File: src/rtl/histogram_acq_ctrl_if.sv
// RAM master port plus readout stream of the histogram acquisition controller.
`timescale 1ns/1ps
interface histogram_acq_ctrl_if #(
    parameter int unsigned ADDR_W = 8,
    parameter int unsigned CNT_W  = 16
);
    logic              ram_en;
    logic              ram_we;
    logic [ADDR_W-1:0] ram_addr;
    logic [CNT_W-1:0]  ram_wdata;
    logic [CNT_W-1:0]  ram_rdata;
    logic              rd_valid;
    logic              rd_ready;
    logic [ADDR_W-1:0] rd_addr;
    logic [CNT_W-1:0]  rd_data;
    logic              rd_last;

    modport master (
        output ram_en, ram_we, ram_addr, ram_wdata, rd_valid, rd_addr, rd_data, rd_last,
        input  ram_rdata, rd_ready
    );

    modport slave (
        input  ram_en, ram_we, ram_addr, ram_wdata, rd_valid, rd_addr, rd_data, rd_last,
        output ram_rdata, rd_ready
    );
endinterface

File: src/rtl/histogram_acq_ctrl.sv
// Acquisition sequencer: clears the histogram RAM, counts bin events by read-modify-write
// for a programmed exposure, then streams every bin out.
`timescale 1ns/1ps
module histogram_acq_ctrl #(
    parameter int unsigned ADDR_W = 8,
    parameter int unsigned CNT_W  = 16,
    parameter int unsigned EXP_W  = 24
) (
    input  logic                 clk,
    input  logic                 rst,
    input  logic                 start,
    input  logic [EXP_W-1:0]     exposure_cycles,
    input  logic                 ev_valid,
    input  logic [ADDR_W-1:0]    ev_addr,
    histogram_acq_ctrl_if.master bus,
    output logic                 busy,
    output logic                 done,
    output logic [15:0]          drop_count
);
    typedef enum logic [2:0] {StIdle, StClear, StAcquire, StDrain, StReadout} state_e;

    state_e            state_q, state_d;
    logic [ADDR_W-1:0] clr_q, clr_d;
    logic [EXP_W-1:0]  exp_q, exp_d;
    logic              r_valid_q, r_valid_d, w_valid_q, w_valid_d, p_valid_q, p_valid_d;
    logic [ADDR_W-1:0] r_addr_q, r_addr_d, w_addr_q, w_addr_d, p_addr_q, p_addr_d;
    logic [15:0]       drop_q, drop_d;
    logic              rd_valid_q, rd_valid_d, cap_q, cap_d, ro_first_q, ro_first_d;
    logic [ADDR_W-1:0] rd_addr_q, rd_addr_d;
    logic [CNT_W-1:0]  rd_data_q, rd_data_d;
    logic              done_q, done_d;

    logic              ev_take, eng_idle, slot_rd, rd_now, direct, store, drop;
    logic [ADDR_W-1:0] rmw_addr, ro_addr;
    logic [CNT_W-1:0]  inc_data;
    logic              hs, last_bin, ro_issue;

    // A direct issue needs a fully idle engine; otherwise the slot buffers one event and
    // reads in the first cycle that is neither an R nor a W cycle.
    assign ev_take  = ev_valid && (state_q == StAcquire);
    assign eng_idle = !r_valid_q && !w_valid_q && !p_valid_q;
    assign slot_rd  = p_valid_q && !r_valid_q && !w_valid_q;
    assign rd_now   = r_valid_q || slot_rd;
    assign rmw_addr = r_valid_q ? r_addr_q : p_addr_q;
    assign direct   = ev_take && eng_idle;
    assign store    = ev_take && !eng_idle && (!p_valid_q || slot_rd);
    assign drop     = ev_take && !eng_idle && p_valid_q && !slot_rd;
    assign inc_data = (&bus.ram_rdata) ? bus.ram_rdata : bus.ram_rdata + CNT_W'(1);

    assign hs       = rd_valid_q && bus.rd_ready;
    assign last_bin = &rd_addr_q;
    assign ro_issue = (state_q == StReadout) && (ro_first_q || (hs && !last_bin));
    assign ro_addr  = ro_first_q ? '0 : rd_addr_q + ADDR_W'(1);

    always_comb begin
        state_d    = state_q;
        clr_d      = clr_q;
        exp_d      = exp_q;
        drop_d     = drop_q;
        done_d     = 1'b0;
        ro_first_d = 1'b0;
        r_valid_d  = direct;
        r_addr_d   = ev_addr;
        w_valid_d  = rd_now;
        w_addr_d   = rmw_addr;
        p_valid_d  = store ? 1'b1 : (slot_rd ? 1'b0 : p_valid_q);
        p_addr_d   = store ? ev_addr : p_addr_q;
        rd_valid_d = rd_valid_q;
        rd_addr_d  = rd_addr_q;
        rd_data_d  = rd_data_q;
        cap_d      = ro_issue;

        if (drop && (drop_q != 16'hFFFF)) drop_d = drop_q + 16'd1;
        if (ro_issue) rd_addr_d = ro_addr;
        if (cap_q) begin
            rd_valid_d = 1'b1;
            rd_data_d  = bus.ram_rdata;
        end
        if (hs) rd_valid_d = 1'b0;

        case (state_q)
            StIdle: begin
                if (start) begin
                    state_d = StClear;
                    exp_d   = exposure_cycles;
                    drop_d  = '0;
                    clr_d   = '0;
                end
            end
            StClear: begin
                clr_d = clr_q + ADDR_W'(1);
                if (&clr_q) state_d = (exp_q == '0) ? StDrain : StAcquire;
            end
            StAcquire: begin
                exp_d = exp_q - EXP_W'(1);
                if (exp_q == EXP_W'(1)) state_d = StDrain;
            end
            StDrain: begin
                if (eng_idle) begin
                    state_d    = StReadout;
                    ro_first_d = 1'b1;
                end
            end
            StReadout: begin
                if (hs && last_bin) begin
                    state_d = StIdle;
                    done_d  = 1'b1;
                end
            end
            default: state_d = StIdle;
        endcase
    end

    always_comb begin
        bus.ram_en    = 1'b0;
        bus.ram_we    = 1'b0;
        bus.ram_addr  = '0;
        bus.ram_wdata = '0;
        case (state_q)
            StClear: begin
                bus.ram_en   = 1'b1;
                bus.ram_we   = 1'b1;
                bus.ram_addr = clr_q;
            end
            StAcquire, StDrain: begin
                if (w_valid_q) begin
                    bus.ram_en    = 1'b1;
                    bus.ram_we    = 1'b1;
                    bus.ram_addr  = w_addr_q;
                    bus.ram_wdata = inc_data;
                end else if (rd_now) begin
                    bus.ram_en   = 1'b1;
                    bus.ram_addr = rmw_addr;
                end
            end
            StReadout: begin
                if (ro_issue) begin
                    bus.ram_en   = 1'b1;
                    bus.ram_addr = ro_addr;
                end
            end
            default: ;
        endcase
    end

    always_ff @(posedge clk) begin
        if (rst) begin
            state_q    <= StIdle;
            clr_q      <= '0;
            exp_q      <= '0;
            r_valid_q  <= 1'b0;
            r_addr_q   <= '0;
            w_valid_q  <= 1'b0;
            w_addr_q   <= '0;
            p_valid_q  <= 1'b0;
            p_addr_q   <= '0;
            drop_q     <= '0;
            rd_valid_q <= 1'b0;
            rd_addr_q  <= '0;
            rd_data_q  <= '0;
            cap_q      <= 1'b0;
            ro_first_q <= 1'b0;
            done_q     <= 1'b0;
        end else begin
            state_q    <= state_d;
            clr_q      <= clr_d;
            exp_q      <= exp_d;
            r_valid_q  <= r_valid_d;
            r_addr_q   <= r_addr_d;
            w_valid_q  <= w_valid_d;
            w_addr_q   <= w_addr_d;
            p_valid_q  <= p_valid_d;
            p_addr_q   <= p_addr_d;
            drop_q     <= drop_d;
            rd_valid_q <= rd_valid_d;
            rd_addr_q  <= rd_addr_d;
            rd_data_q  <= rd_data_d;
            cap_q      <= cap_d;
            ro_first_q <= ro_first_d;
            done_q     <= done_d;
        end
    end

    assign bus.rd_valid = rd_valid_q;
    assign bus.rd_addr  = rd_addr_q;
    assign bus.rd_data  = rd_data_q;
    assign bus.rd_last  = rd_valid_q && last_bin;
    assign busy         = (state_q != StIdle);
    assign done         = done_q;
    assign drop_count   = drop_q;
endmodule

File: src/flat_wrapper.sv
// flat-port wrapper written by rule: the top's interface ports become plain ports
module histogram_acq_ctrl_flat 
#(
    parameter int unsigned ADDR_W = 8,
    parameter int unsigned CNT_W  = 16,
    parameter int unsigned EXP_W  = 24
)
  (clk, rst, start, exposure_cycles, ev_valid, ev_addr, busy, done, drop_count, bus_ram_en, bus_ram_we, bus_ram_addr, bus_ram_wdata, bus_rd_valid, bus_rd_addr, bus_rd_data, bus_rd_last, bus_ram_rdata, bus_rd_ready);
  histogram_acq_ctrl_if #(.ADDR_W(ADDR_W), .CNT_W(CNT_W)) bus_i ();
  input  logic clk;
  input  logic rst;
  input  logic start;
  input  logic [EXP_W-1:0] exposure_cycles;
  input  logic ev_valid;
  input  logic [ADDR_W-1:0] ev_addr;
  output logic busy;
  output logic done;
  output logic [15:0] drop_count;
  output wire logic [$bits(bus_i.ram_en)-1:0] bus_ram_en;
  output wire logic [$bits(bus_i.ram_we)-1:0] bus_ram_we;
  output wire logic [$bits(bus_i.ram_addr)-1:0] bus_ram_addr;
  output wire logic [$bits(bus_i.ram_wdata)-1:0] bus_ram_wdata;
  output wire logic [$bits(bus_i.rd_valid)-1:0] bus_rd_valid;
  output wire logic [$bits(bus_i.rd_addr)-1:0] bus_rd_addr;
  output wire logic [$bits(bus_i.rd_data)-1:0] bus_rd_data;
  output wire logic [$bits(bus_i.rd_last)-1:0] bus_rd_last;
  input wire logic [$bits(bus_i.ram_rdata)-1:0] bus_ram_rdata;
  input wire logic [$bits(bus_i.rd_ready)-1:0] bus_rd_ready;
  assign bus_ram_en = bus_i.ram_en;
  assign bus_ram_we = bus_i.ram_we;
  assign bus_ram_addr = bus_i.ram_addr;
  assign bus_ram_wdata = bus_i.ram_wdata;
  assign bus_rd_valid = bus_i.rd_valid;
  assign bus_rd_addr = bus_i.rd_addr;
  assign bus_rd_data = bus_i.rd_data;
  assign bus_rd_last = bus_i.rd_last;
  assign bus_i.ram_rdata = bus_ram_rdata;
  assign bus_i.rd_ready = bus_rd_ready;
  histogram_acq_ctrl #(.ADDR_W(ADDR_W), .CNT_W(CNT_W), .EXP_W(EXP_W)) u_core (.clk(clk), .rst(rst), .start(start), .exposure_cycles(exposure_cycles), .ev_valid(ev_valid), .ev_addr(ev_addr), .bus(bus_i), .busy(busy), .done(done), .drop_count(drop_count));
endmodule
File: config.mk
export PLATFORM = sky130hd
export DESIGN_NAME = histogram_acq_ctrl_flat
export DESIGN_NICKNAME = d
export VERILOG_FILES = /design/src/rtl/histogram_acq_ctrl_if.sv /design/src/rtl/histogram_acq_ctrl.sv /design/src/flat_wrapper.sv
export SDC_FILE = /design/constraint.sdc
export NUM_CORES = 1
export LEC_CHECK = 0
export BUFFER_PORTS_ARGS = -buffer_cell sky130_fd_sc_hd__buf_2
export CORE_ASPECT_RATIO = 0.7
export CORE_UTILIZATION = 49
export CTS_BUF_LIST = sky130_fd_sc_hd__clkbuf_16
export CTS_CLUSTER_SIZE = 8
export DETAILED_ROUTE_END_ITERATION = 10
export GPL_ROUTABILITY_DRIVEN = 0
export MAX_ROUTING_LAYER = met4
export PLACE_DENSITY = 0.75
export SYNTH_ARGS = -nofsm -noshare
export SYNTH_HDL_FRONTEND = slang
export SYNTH_SLANG_ARGS = --single-unit
File: constraint.sdc
create_clock -name clk -period 1.9 [get_ports clk]
set_input_delay 0.38 -clock clk [delete_from_list [all_inputs] [get_ports clk]]
set_output_delay 0.38 -clock clk [all_outputs]
set_load 0.03 [all_outputs]
==> results.ini, run 1 <==
[clock_tree]
cts_sinks = 106
clock_latency_ps = 370
numCtsBuffers = 9
ctsHoldBuffers = 0
tritoncts = built
root_buffer = clkbuf_16
clk_pin_slew_ps = 80
h-tree-depth = 3
cts_max_path_buffers = 2

[route]
wl_per_cell_um = 22.7
dr.pass1.iters = 7
drt_iter0_markers = 921
vias = 7012
drcViolationCount = 0
route.final.wire_length_mm = 24.1
ant_nets = 0
viasPerCell = 6.58

[global_routing]
grtUsageMet3_pct = 7.29
antenna_found_initial = 1
grt_pass1_vias = 6371
grt_overflow = 0
grt_max_degree = 37
met1_usage_pct = 43.1
grt_use_total_pct = 35.3
grt_pass1_wl_mm = 31.7
grt_busiest_layer = met2
grt_use_met2_pct = 56.5

[floorplanning]
die_area_um2 = 11700
row_count = 32
pin_count = 123
die_w_um = 129
core_area_um2 = 11000
die_y_um = 90.8
start_util_pct = 50.2

[worst_setup_path]
critPathMaxStageDelay_ps = 440
path_cells = buf_6 -> nand4_1 -> buf_4 -> nor4_4 -> buf_6 -> o31ai_4 -> a21oi_4 -> buf_6
cp_max_fo = 6
crit_arrival_ps = 2210
crit_path_top_delay_cell = nor4_4
critPathMostFrequentCell = buf_6
critical_path_required_ps = 1520
start_kind = input pin
endpoint_kind = primary output
worstSetupPathType = in2out

[finish]
fin_cells = 1065
nNetsFinal = 966
layout-drive-gt1-share_pct = 49.6
area.growth.synth_to_final_pct = 66.6
utilization_pct = 83.6

[synthesis]
synth_edf_count = 0
synth-seq-cells = 106
synthFlopType = dfxtp_1
synth_top_cell_area_share_pct = 38.4
yosysSeqAreaShare_pct = 38.4
synth.cell_area_um2 = 5530
ys_types = 65
synth_async_sr_flop_share_pct = 0
avgSynthCellArea_um2 = 8.49
ys_top_cells_by_area = dfxtp_1, mux2i_1, a21oi_1
syn-instance-count = 651
syn_nets = 711
ys_top_cells_by_count = dfxtp_1, nor2_1, nand2_1, a21oi_1, mux2i_1
synth.most_common_cell = dfxtp_1
synth.largest_area_cell = dfxtp_1
ys.warnings.count = 0

[flow_run]
max-cap-violations = 0

[power]
p_leak_nw = 3.67
p_per_area_nw_per_um2 = 558
ir_drop_v = 0.000546

[worst_hold_path]
hold_class = in2reg

[run_status]
outcome = finished with violations
violations = negative setup slack

[placed_design]
post-dp-hpwl_mm = 11.9
placed_cells = 991
place_ws_ps = -399
port_buffers = 122

[sta]
tightest_slew_ps = 556
maxSlewViolCount = 0
max_freq_ghz = 0.386
min_period_ps = 2590
skew_ps = 12.9
timing.slew.headroom_pct = 62.6
rsz0062_at_grt = yes
fin_ws_ps = -688
hold_viol = 0
period_share_pct = 136
setup_viol = 71

what timing repair did:
| action | in CTS | in global routing |
|---|---|---|
| gates cloned | 2 | 2 |
| setup endpoints to repair | 29 | 67 |
| resized for setup | 159 | 112 |
| buffers inserted | 21 | 36 |
| pin swaps | 48 | 56 |
per-stage QoR:
| step | total power [W] | hold slack, ps | TNS (ps) | instance area, µm² |
|---|---|---|---|---|
| 2_1_floorplan | 0.00266 | 460 | -2310 | 5840 |
| 3_3_place_gp | 0.00293 | 470 | -5140 | 7320 |
| 3_5_place_dp | 0.00295 | 485 | -6270 | 7320 |
| 4_1_cts | 0.00493 | 234 | -7810 | 8420 |
| 5_1_grt | 0.00529 | 256 | -19490 | 9200 |
| 6_report | 0.00514 | 237 | -17300 | 9200 |
kinds of logic after synthesis:
logic type      synth area share [%]
simple gates                    28.7
compound gates                  19.9
flops                           38.4
buf+inv                         3.62
mux                             6.57
xor+xnor                        1.27
fa+ha+maj                       1.59
registers in the layout (all words and copies together), names as in the netlist:
name and cells:
u_core.ro_first_q 1, u_core.done 1, u_core.cap_q 1, u_core.clr_q 8, u_core.exp_q 24, u_core.p_valid_q 1, u_core.bus.rd_addr 8, u_core.p_addr_q 8
u_core.w_addr_q 8, u_core.state_q 3, u_core.w_valid_q 1, u_core.bus.rd_data 16, u_core.bus.rd_valid 1, u_core.r_valid_q 1, u_core.r_addr_q 8, u_core.drop_count 16
power breakdown:
part           leakage [nW]  switching, W  internal, W  total [W]
logic                  2.65      0.000467     0.000373   0.000839
registers             0.866     0.0000504      0.00226    0.00231
clock network         0.154       0.00103     0.000958    0.00199
final timing paths:
check / startpoint / to / slack [ps] / depth (start not counted)
max: bus_ram_rdata[14] / bus_ram_wdata[7] / -690 / 8
min: ev_addr[3] / u_core.r_addr_q[3]$_SDFF_PP0_ / 240 / 2
max reg2reg: u_core.state_q[2]$_SDFFE_PP0P_ / u_core.drop_count[9]$_SDFF_PP0_ / -370 / 9
min reg2reg: u_core.exp_q[22]$_SDFFE_PP0P_ / u_core.exp_q[22]$_SDFFE_PP0P_ / 500 / 2
critical path, delay by kind of cell:
kind / cells / cell delay, ps
AO/OA/AOI/OAI: 2 / 420
buffers and inverters: 4 / 720
AND/OR/NAND/NOR: 2 / 680
per-layer routing:
layer / part of all wire [%] / vias to the layer above / wire (µm)
met4: 5.6 / 0 / 1350
met5: 0 / - / 0
met1: 37 / 3341 / 8960
met2: 47 / 518 / 11500
li1: - / 2992 / -
met3: 9.8 / 161 / 2370
cell usage in the layout, fill, tap and decap left out, types with 6 or more instances in the layout:
cell,Yosys,final
a21oi_1,48,28
a21oi_2,0,11
a21oi_4,0,9
a22oi_1,13,12
a31oi_1,15,13
buf_12,0,8
buf_2,10,84
buf_4,0,120
buf_6,0,65
buf_8,0,7
clkbuf_16,0,10
dfxtp_1,106,95
dfxtp_2,0,9
inv_1,9,9
mux2i_1,34,34
nand2_1,52,40
nand2_4,0,9
nand3_1,29,22
nand3b_1,6,6
nand4_1,14,14
nor2_1,57,49
nor2b_1,8,8
nor3_1,15,10
nor4_4,1,6
o211ai_1,11,11
o21a_1,6,6
o21ai_0,16,9
o31ai_1,17,7
o31ai_4,0,6
or3_1,17,12
or4_1,26,7
or4_4,0,19
xnor2_1,8,7
cell type report:
class                           instances  area, µm²
Clock buffer                            9        225
Fill cell                             561       1810
Inverter                                9       33.8
Timing Repair Buffer                  285       2340
Multi-Input combinational cell        495       4180
Antenna cell                            1       2.50
Sequential cell                       106       2140
Tap cell                              153        191
Clock inverter                          7       91.3
No activity file was read; power rests on OpenSTA's default activity.
==> run 2: changes to the inputs <==
--- a/config.mk
+++ b/config.mk
@@ -6,14 +6,13 @@
 export NUM_CORES = 1
 export LEC_CHECK = 0
 export BUFFER_PORTS_ARGS = -buffer_cell sky130_fd_sc_hd__buf_2
-export CORE_ASPECT_RATIO = 0.7
-export CORE_UTILIZATION = 49
+export CORE_UTILIZATION = 59
 export CTS_BUF_LIST = sky130_fd_sc_hd__clkbuf_16
 export CTS_CLUSTER_SIZE = 8
 export DETAILED_ROUTE_END_ITERATION = 10
-export GPL_ROUTABILITY_DRIVEN = 0
+export GPL_ROUTABILITY_DRIVEN = 1
 export MAX_ROUTING_LAYER = met4
-export PLACE_DENSITY = 0.75
+export PLACE_DENSITY = 0.85
 export SYNTH_ARGS = -nofsm -noshare
 export SYNTH_HDL_FRONTEND = slang
 export SYNTH_SLANG_ARGS = --single-unit
==> constraint.sdc (replaced) <==
create_clock -name clk -period 3.25 [get_ports clk]
set_input_delay 0.65 -clock clk [delete_from_list [all_inputs] [get_ports clk]]
set_output_delay 0.65 -clock clk [all_outputs]
set_load 0.03 [all_outputs]
==> run 2 against run 1 <==
Compared with the run above: the run now ends clean; routed wire length is 39% lower; count of clock-buffer cells in the layout stayed put; register-to-register slack better by 1300 ps; sequential cell count stayed put; largest cell class unchanged.
==> results.ini, run 2 (synthesized netlist as in run 1, its figures left out) <==
[run_status]
outcome = completed

[finish]
area.growth.synth_to_final_pct = 18.5
largest_reg_flops = 24  ; unchanged
fin_area_um2 = 6550  ; -29%
final_cell_mix = buf_2, dfxtp_1, nor2_1
nNetsFinal = 819  ; -15%
antenna_cells = 0  ; -1
final_common_cell = buf_2
regMostFlops = u_core.exp_q
fillers = 716  ; +28%
layout-drive-gt1-share_pct = 22.5  ; -27 points

[sta]
setup_viol = 0  ; -100%
finalSetupTns_ps = 0  ; +17300 ps
fin_ws_ps = 251  ; +939 ps
skew_ps = 9.43  ; -3.45 ps
max_freq_ghz = 0.333
maxSlewViolCount = 0  ; unchanged
timing.slew.headroom_pct = 37.5  ; -25 points
hold_viol = 0  ; unchanged
rsz0062_at_grt = no
period_share_pct = 92.3
min_period_ps = 3000
tightest_slew_ps = 935  ; +379 ps

[route]
route.final.wire_length_mm = 14.6  ; -39%
ant_nets = 0  ; unchanged
drt_iter0_markers = 367  ; -60%
vias = 5620  ; -20%
wl_per_cell_um = 16.8  ; -26%
drcViolationCount = 0  ; unchanged
viasPerCell = 6.44  ; -2.1%
dr.pass1.iters = 4  ; -3

[clock_tree]
numCtsBuffers = 9  ; unchanged
clk_pin_slew_ps = 80  ; about the same
clock_latency_ps = 350  ; -20 ps
h-tree-depth = 3  ; unchanged
cts-resized-gates = 0  ; -100%
cts_setup_buffers = 0  ; -100%
tritoncts = built
cts_max_path_buffers = 2  ; unchanged
ctsHoldBuffers = 0  ; unchanged
cts_sinks = 106  ; unchanged
root_buffer = clkbuf_16

[power]
p_per_area_nw_per_um2 = 419  ; -25%
finalPower_w = 0.00274  ; -47%
ir_drop_v = 0.000262  ; -52%
p_leak_nw = 2.55  ; -30%

[global_routing]
grt_pass1_wl_mm = 24.2  ; -24%
grt_max_degree = 52  ; +41%
grt_pass1_vias = 5148  ; -19%
antenna_found_initial = 0  ; -1
grt_use_total_pct = 31.2  ; -4.1 points
grt_overflow = 0  ; unchanged

[worst_setup_path]
crit_family = compound AO/OA/AOI/OAI gates
crit_arrival_ps = 2350  ; +140 ps
crit_path_top_delay_cell = dfxtp_1
path_cells = ha_1 -> and4_1 -> a2111oi_4 -> buf_4 -> o21ai_1 -> o211ai_1 -> buf_2
critPathMaxStageDelay_ps = 380  ; -60 ps
cp_max_fo = 9  ; +3
crit_buf_inv = 2  ; -2
start_kind = register
critical_path_required_ps = 2600  ; +1080 ps
worstSetupPathType = reg2out
endpoint_kind = primary output

[floorplanning]
die_w_um = 98.8  ; -23%
core_area_um2 = 8890  ; -19%
die_y_um = 98.8  ; +8.7%
pin_count = 123  ; unchanged
row_count = 34  ; +6.3%
start_util_pct = 62.1  ; +12 points
die_area_um2 = 9760  ; -17%

[placed_design]
post-dp-hpwl_mm = 10.3  ; -14%
gp_congestion = 0.942
port_buffers = 122  ; unchanged
place_ws_ps = 375  ; +774 ps
placed_area_um2 = 6230  ; -15%

[worst_hold_path]
hold_class = reg2reg

[flow_run]
max-cap-violations = 0  ; unchanged

==> run 2: changes by cell type in the layout (fill, tap and decap cells not counted), sizes merged <==
cell and delta:
buf -146, clkbuf -1, inv -2, clkinv +2
diode -1
==> run 2: final timing paths <==
path         depth (start not counted)                          startpoint                               end  slack, ps
max                                  7  u_core.bus.rd_addr[0]$_SDFFE_PP0N_                   bus_ram_addr[6]        250
min                                  2    u_core.drop_count[12]$_SDFF_PP0_  u_core.drop_count[12]$_SDFF_PP0_        490
max reg2reg                          4         u_core.r_valid_q$_SDFF_PP0_  u_core.drop_count[11]$_SDFF_PP0_        880
min reg2reg                          2    u_core.drop_count[12]$_SDFF_PP0_  u_core.drop_count[12]$_SDFF_PP0_        490
==> run 2: through the flow <==
step                      hold slack, ps  utilization (%)  instances
final                                495             73.6        872
after detailed placement             484             70.1        856
after floorplan                      460                -        651
after CTS                            494             73.6        872
after global routing                 510             73.6        872
after global placement               469             70.1        856
==> run 2: where the power goes <==
| part | internal [W] | switching (W) |
|---|---|---|
| Sequential | 0.00132 | 0.0000279 |
| Clock | 0.000551 | 0.000562 |
| Combinational | 0.000103 | 0.000171 |
| Total | 0.00198 | 0.000760 |
==> run 2: worst register-to-register path: cells and delay by family (launching register included) <==
kind | cells | cell delay [ps]
flip-flops | 1 | 770
AO/OA/AOI/OAI | 2 | 470
AND/OR/NAND/NOR | 2 | 1060
==> run 2: final cells by class <==
type | instances | area, µm² | share of cell area, %
timing repair buffer | 138 | 731 | 11.2
clock inverter | 7 | 86.3 | 1.32
sequential | 106 | 2120 | 32.4
multi-input combinational | 495 | 3210 | 49.1
clock buffer | 9 | 225 | 3.44
tap | 108 | 135 | 2.06
inverter | 9 | 33.8 | 0.516
==> run 2: layer usage <==
layer,vias up,track usage [%],part of all wire (%)
met4,0,12.3,2.5
met1,2650,39.4,43
met5,-,-,0
met3,35,3.69,5.6
met2,237,51.3,49
li1,2698,-,-
==> run 3: changes to the inputs <==
==> config.mk (replaced) <==
export PLATFORM = sky130hd
export DESIGN_NAME = histogram_acq_ctrl_flat
export DESIGN_NICKNAME = d
export VERILOG_FILES = /design/src/rtl/histogram_acq_ctrl_if.sv /design/src/rtl/histogram_acq_ctrl.sv /design/src/flat_wrapper.sv
export SDC_FILE = /design/constraint.sdc
export NUM_CORES = 1
export LEC_CHECK = 0
export CORE_UTILIZATION = 65
export CTS_BUF_LIST = sky130_fd_sc_hd__clkbuf_4
export CTS_CLUSTER_SIZE = 8
export DETAILED_ROUTE_END_ITERATION = 10
export DONT_BUFFER_PORTS = 1
export GPL_ROUTABILITY_DRIVEN = 1
export MAX_ROUTING_LAYER = met4
export PLACE_DENSITY = 0.8
export SYNTH_ARGS = -nofsm -noshare
export SYNTH_HDL_FRONTEND = slang
export SYNTH_SLANG_ARGS = --single-unit
==> run 3 against run 2 <==
Compared with the run above: power shrank 19%; register-to-register slack lost 20 ps; non-clock buffer count shrank 101; clock skew grew 19 ps; routed wire length shrank 9.1%; sequential share of layout area grew 3.5 points; hold slack lost 280 ps; core utilization shrank 1.6 points; critical path type unchanged; global-route usage shrank 1.1 points.
==> results.ini, run 3 (synthesized netlist as in run 1, its figures left out) <==
[clock_tree]
h-tree-depth = 3  ; unchanged
cts_max_path_buffers = 2  ; unchanged
tritoncts = built
clk_pin_slew_ps = 200  ; +120 ps
root_buffer = clkbuf_4
numCtsBuffers = 9  ; unchanged
ctsHoldBuffers = 0  ; unchanged
cts_sinks = 106  ; unchanged
clock_latency_ps = 500  ; +150 ps

[floorplanning]
die_y_um = 94.2  ; -4.6%
start_util_pct = 67.2  ; +5.1 points
pin_count = 123  ; unchanged
core_area_um2 = 8220  ; -7.6%
row_count = 33  ; -2.9%
die_area_um2 = 8870  ; -9.0%
die_w_um = 94.2  ; -4.6%

[worst_setup_path]
endpoint_kind = primary output
crit_arrival_ps = 2490  ; +140 ps
critical_path_required_ps = 2600  ; about the same
start_kind = register
worstSetupPathType = reg2out
cp_max_fo = 6  ; -3

[placed_design]
gp_congestion = 0.876  ; -7.1%
port_buffers = 0  ; -100%
post-dp-hpwl_mm = 9.17  ; -11%

[global_routing]
grt_pass1_wl_mm = 20.8  ; -14%
grt_use_total_pct = 30.1  ; -1.1 points
grt_max_degree = 93  ; +79%
antenna_found_initial = 0  ; unchanged
grt_pass1_vias = 4567  ; -11%
grt_overflow = 0  ; unchanged

[sta]
max_freq_ghz = 0.319  ; -4.3%
tightest_slew_ps = 1070  ; +131 ps
hold_viol = 0  ; unchanged
min_period_ps = 3140  ; +136 ps
setup_viol = 0  ; unchanged
period_share_pct = 96.5  ; +4.2 points
finalSetupTns_ps = 0  ; unchanged
holdWs_ps = 212  ; -283 ps
timing.slew.headroom_pct = 28.8  ; -8.8 points
maxSlewViolCount = 0  ; unchanged
skew_ps = 28.3  ; +18.9 ps
rsz0062_at_grt = no

[route]
ant_nets = 0  ; unchanged
wl_per_cell_um = 17.3  ; +3.2%
viasPerCell = 6.64  ; +3.0%
drcViolationCount = 0  ; unchanged
drt_iter0_markers = 307  ; -16%
route.final.wire_length_mm = 13.3  ; -9.1%
dr.pass1.iters = 6  ; +2
vias = 5100  ; -9.3%

[finish]
multiInputGateArea_um2 = 3210  ; unchanged
nNetsFinal = 718  ; -12%
fillers = 688  ; -3.9%
regArea_um2 = 2130  ; +0.24%
antenna_cells = 0  ; unchanged
regMostFlops = u_core.exp_q
final_cell_mix = dfxtp_1, nor2_1, nand2_1
layout-drive-gt1-share_pct = 11.0  ; -12 points
area.growth.synth_to_final_pct = 7.02
largest_reg_flops = 24  ; unchanged
final_common_cell = dfxtp_1

[flow_run]
max-cap-violations = 0  ; unchanged

[power]
ir_drop_v = 0.000340  ; +30%
p_leak_nw = 2.00  ; -22%
p_per_area_nw_per_um2 = 375  ; -10%

[run_status]
outcome = completed

[worst_hold_path]
hold_class = in2reg

## run 3: changes by cell type in the layout (fill, tap and decap cells not counted)
cell / change
buf_4: +21
clkbuf_4: +9
clkinv_8: -3
dfxtp_2: +1
inv_6: +3
dfxtp_1: -2
dfxtp_4: +1
buf_2: -122
clkbuf_16: -9
## run 3: final cells by class
type,instances,area share (%)
Sequential cell,106,36.0
Multi-Input combinational cell,495,54.3
Clock inverter,7,1.08
Inverter,9,0.571
Tap cell,105,2.22
Clock buffer,9,1.14
Timing Repair Buffer,37,4.70
## run 3: what timing repair did
item | 4_1_cts | 5_1_grt
endpoints found under the setup margin | 4 | 8
hold endpoints to repair | 0 | 0
resized for setup | 1 | 2
pin swaps | 1 | 0
setup buffers | 3 | 0
## run 3: per-stage QoR
stage | instance area, µm² | setup WS (ps) | utilization [%] | std cells | total power [W]
floorplan | 5530 | 299 | - | 651 | 0.00155
global placement | 5750 | 530 | 70.0 | 749 | 0.00157
detailed placement | 5750 | 467 | 70.0 | 749 | 0.00158
CTS | 5910 | 41.0 | 71.9 | 768 | 0.00223
global route | 5910 | 23.1 | 72.0 | 768 | 0.00229
finish | 5910 | 115 | 72.0 | 768 | 0.00222
## run 3: path summary, 6_finish.rpt
kind | startpoint | slack, ps | to | cells after the start
setup / recovery | u_core.bus.rd_addr[0]$_SDFFE_PP0N_ | 110 | bus_ram_addr[3] | 7
hold / removal | rst | 210 | u_core.exp_q[22]$_SDFFE_PP0P_ | 1
setup reg to reg | u_core.drop_count[5]$_SDFF_PP0_ | 860 | u_core.drop_count[1]$_SDFF_PP0_ | 4
hold reg to reg | u_core.exp_q[22]$_SDFFE_PP0P_ | 510 | u_core.exp_q[22]$_SDFFE_PP0P_ | 2
## run 3: worst max-delay path, cell delays in order, from the launching register on
cell	delay (ps)
dfxtp_4	440
ha_1	270
and4_1	300
a2111oi_4	390
buf_4	200
nand2_1	70
o211ai_1	110
buf_4	200
## run 3: power breakdown
group,switching (W),internal [W]
Sequential,0.0000301,0.00133
Combinational,0.000120,0.0000759
Clock,0.000486,0.000177
Total,0.000636,0.00158
## run 3: layer usage
metal / GRT usage [%] / routed length [µm] / vias to the layer above
met4: 8.85 / 197 / 0
met1: 35.3 / 5600 / 2411
met3: 7.77 / 879 / 22
met2: 50.5 / 6600 / 176
met5: - / 0 / -
li1: - / - / 2491
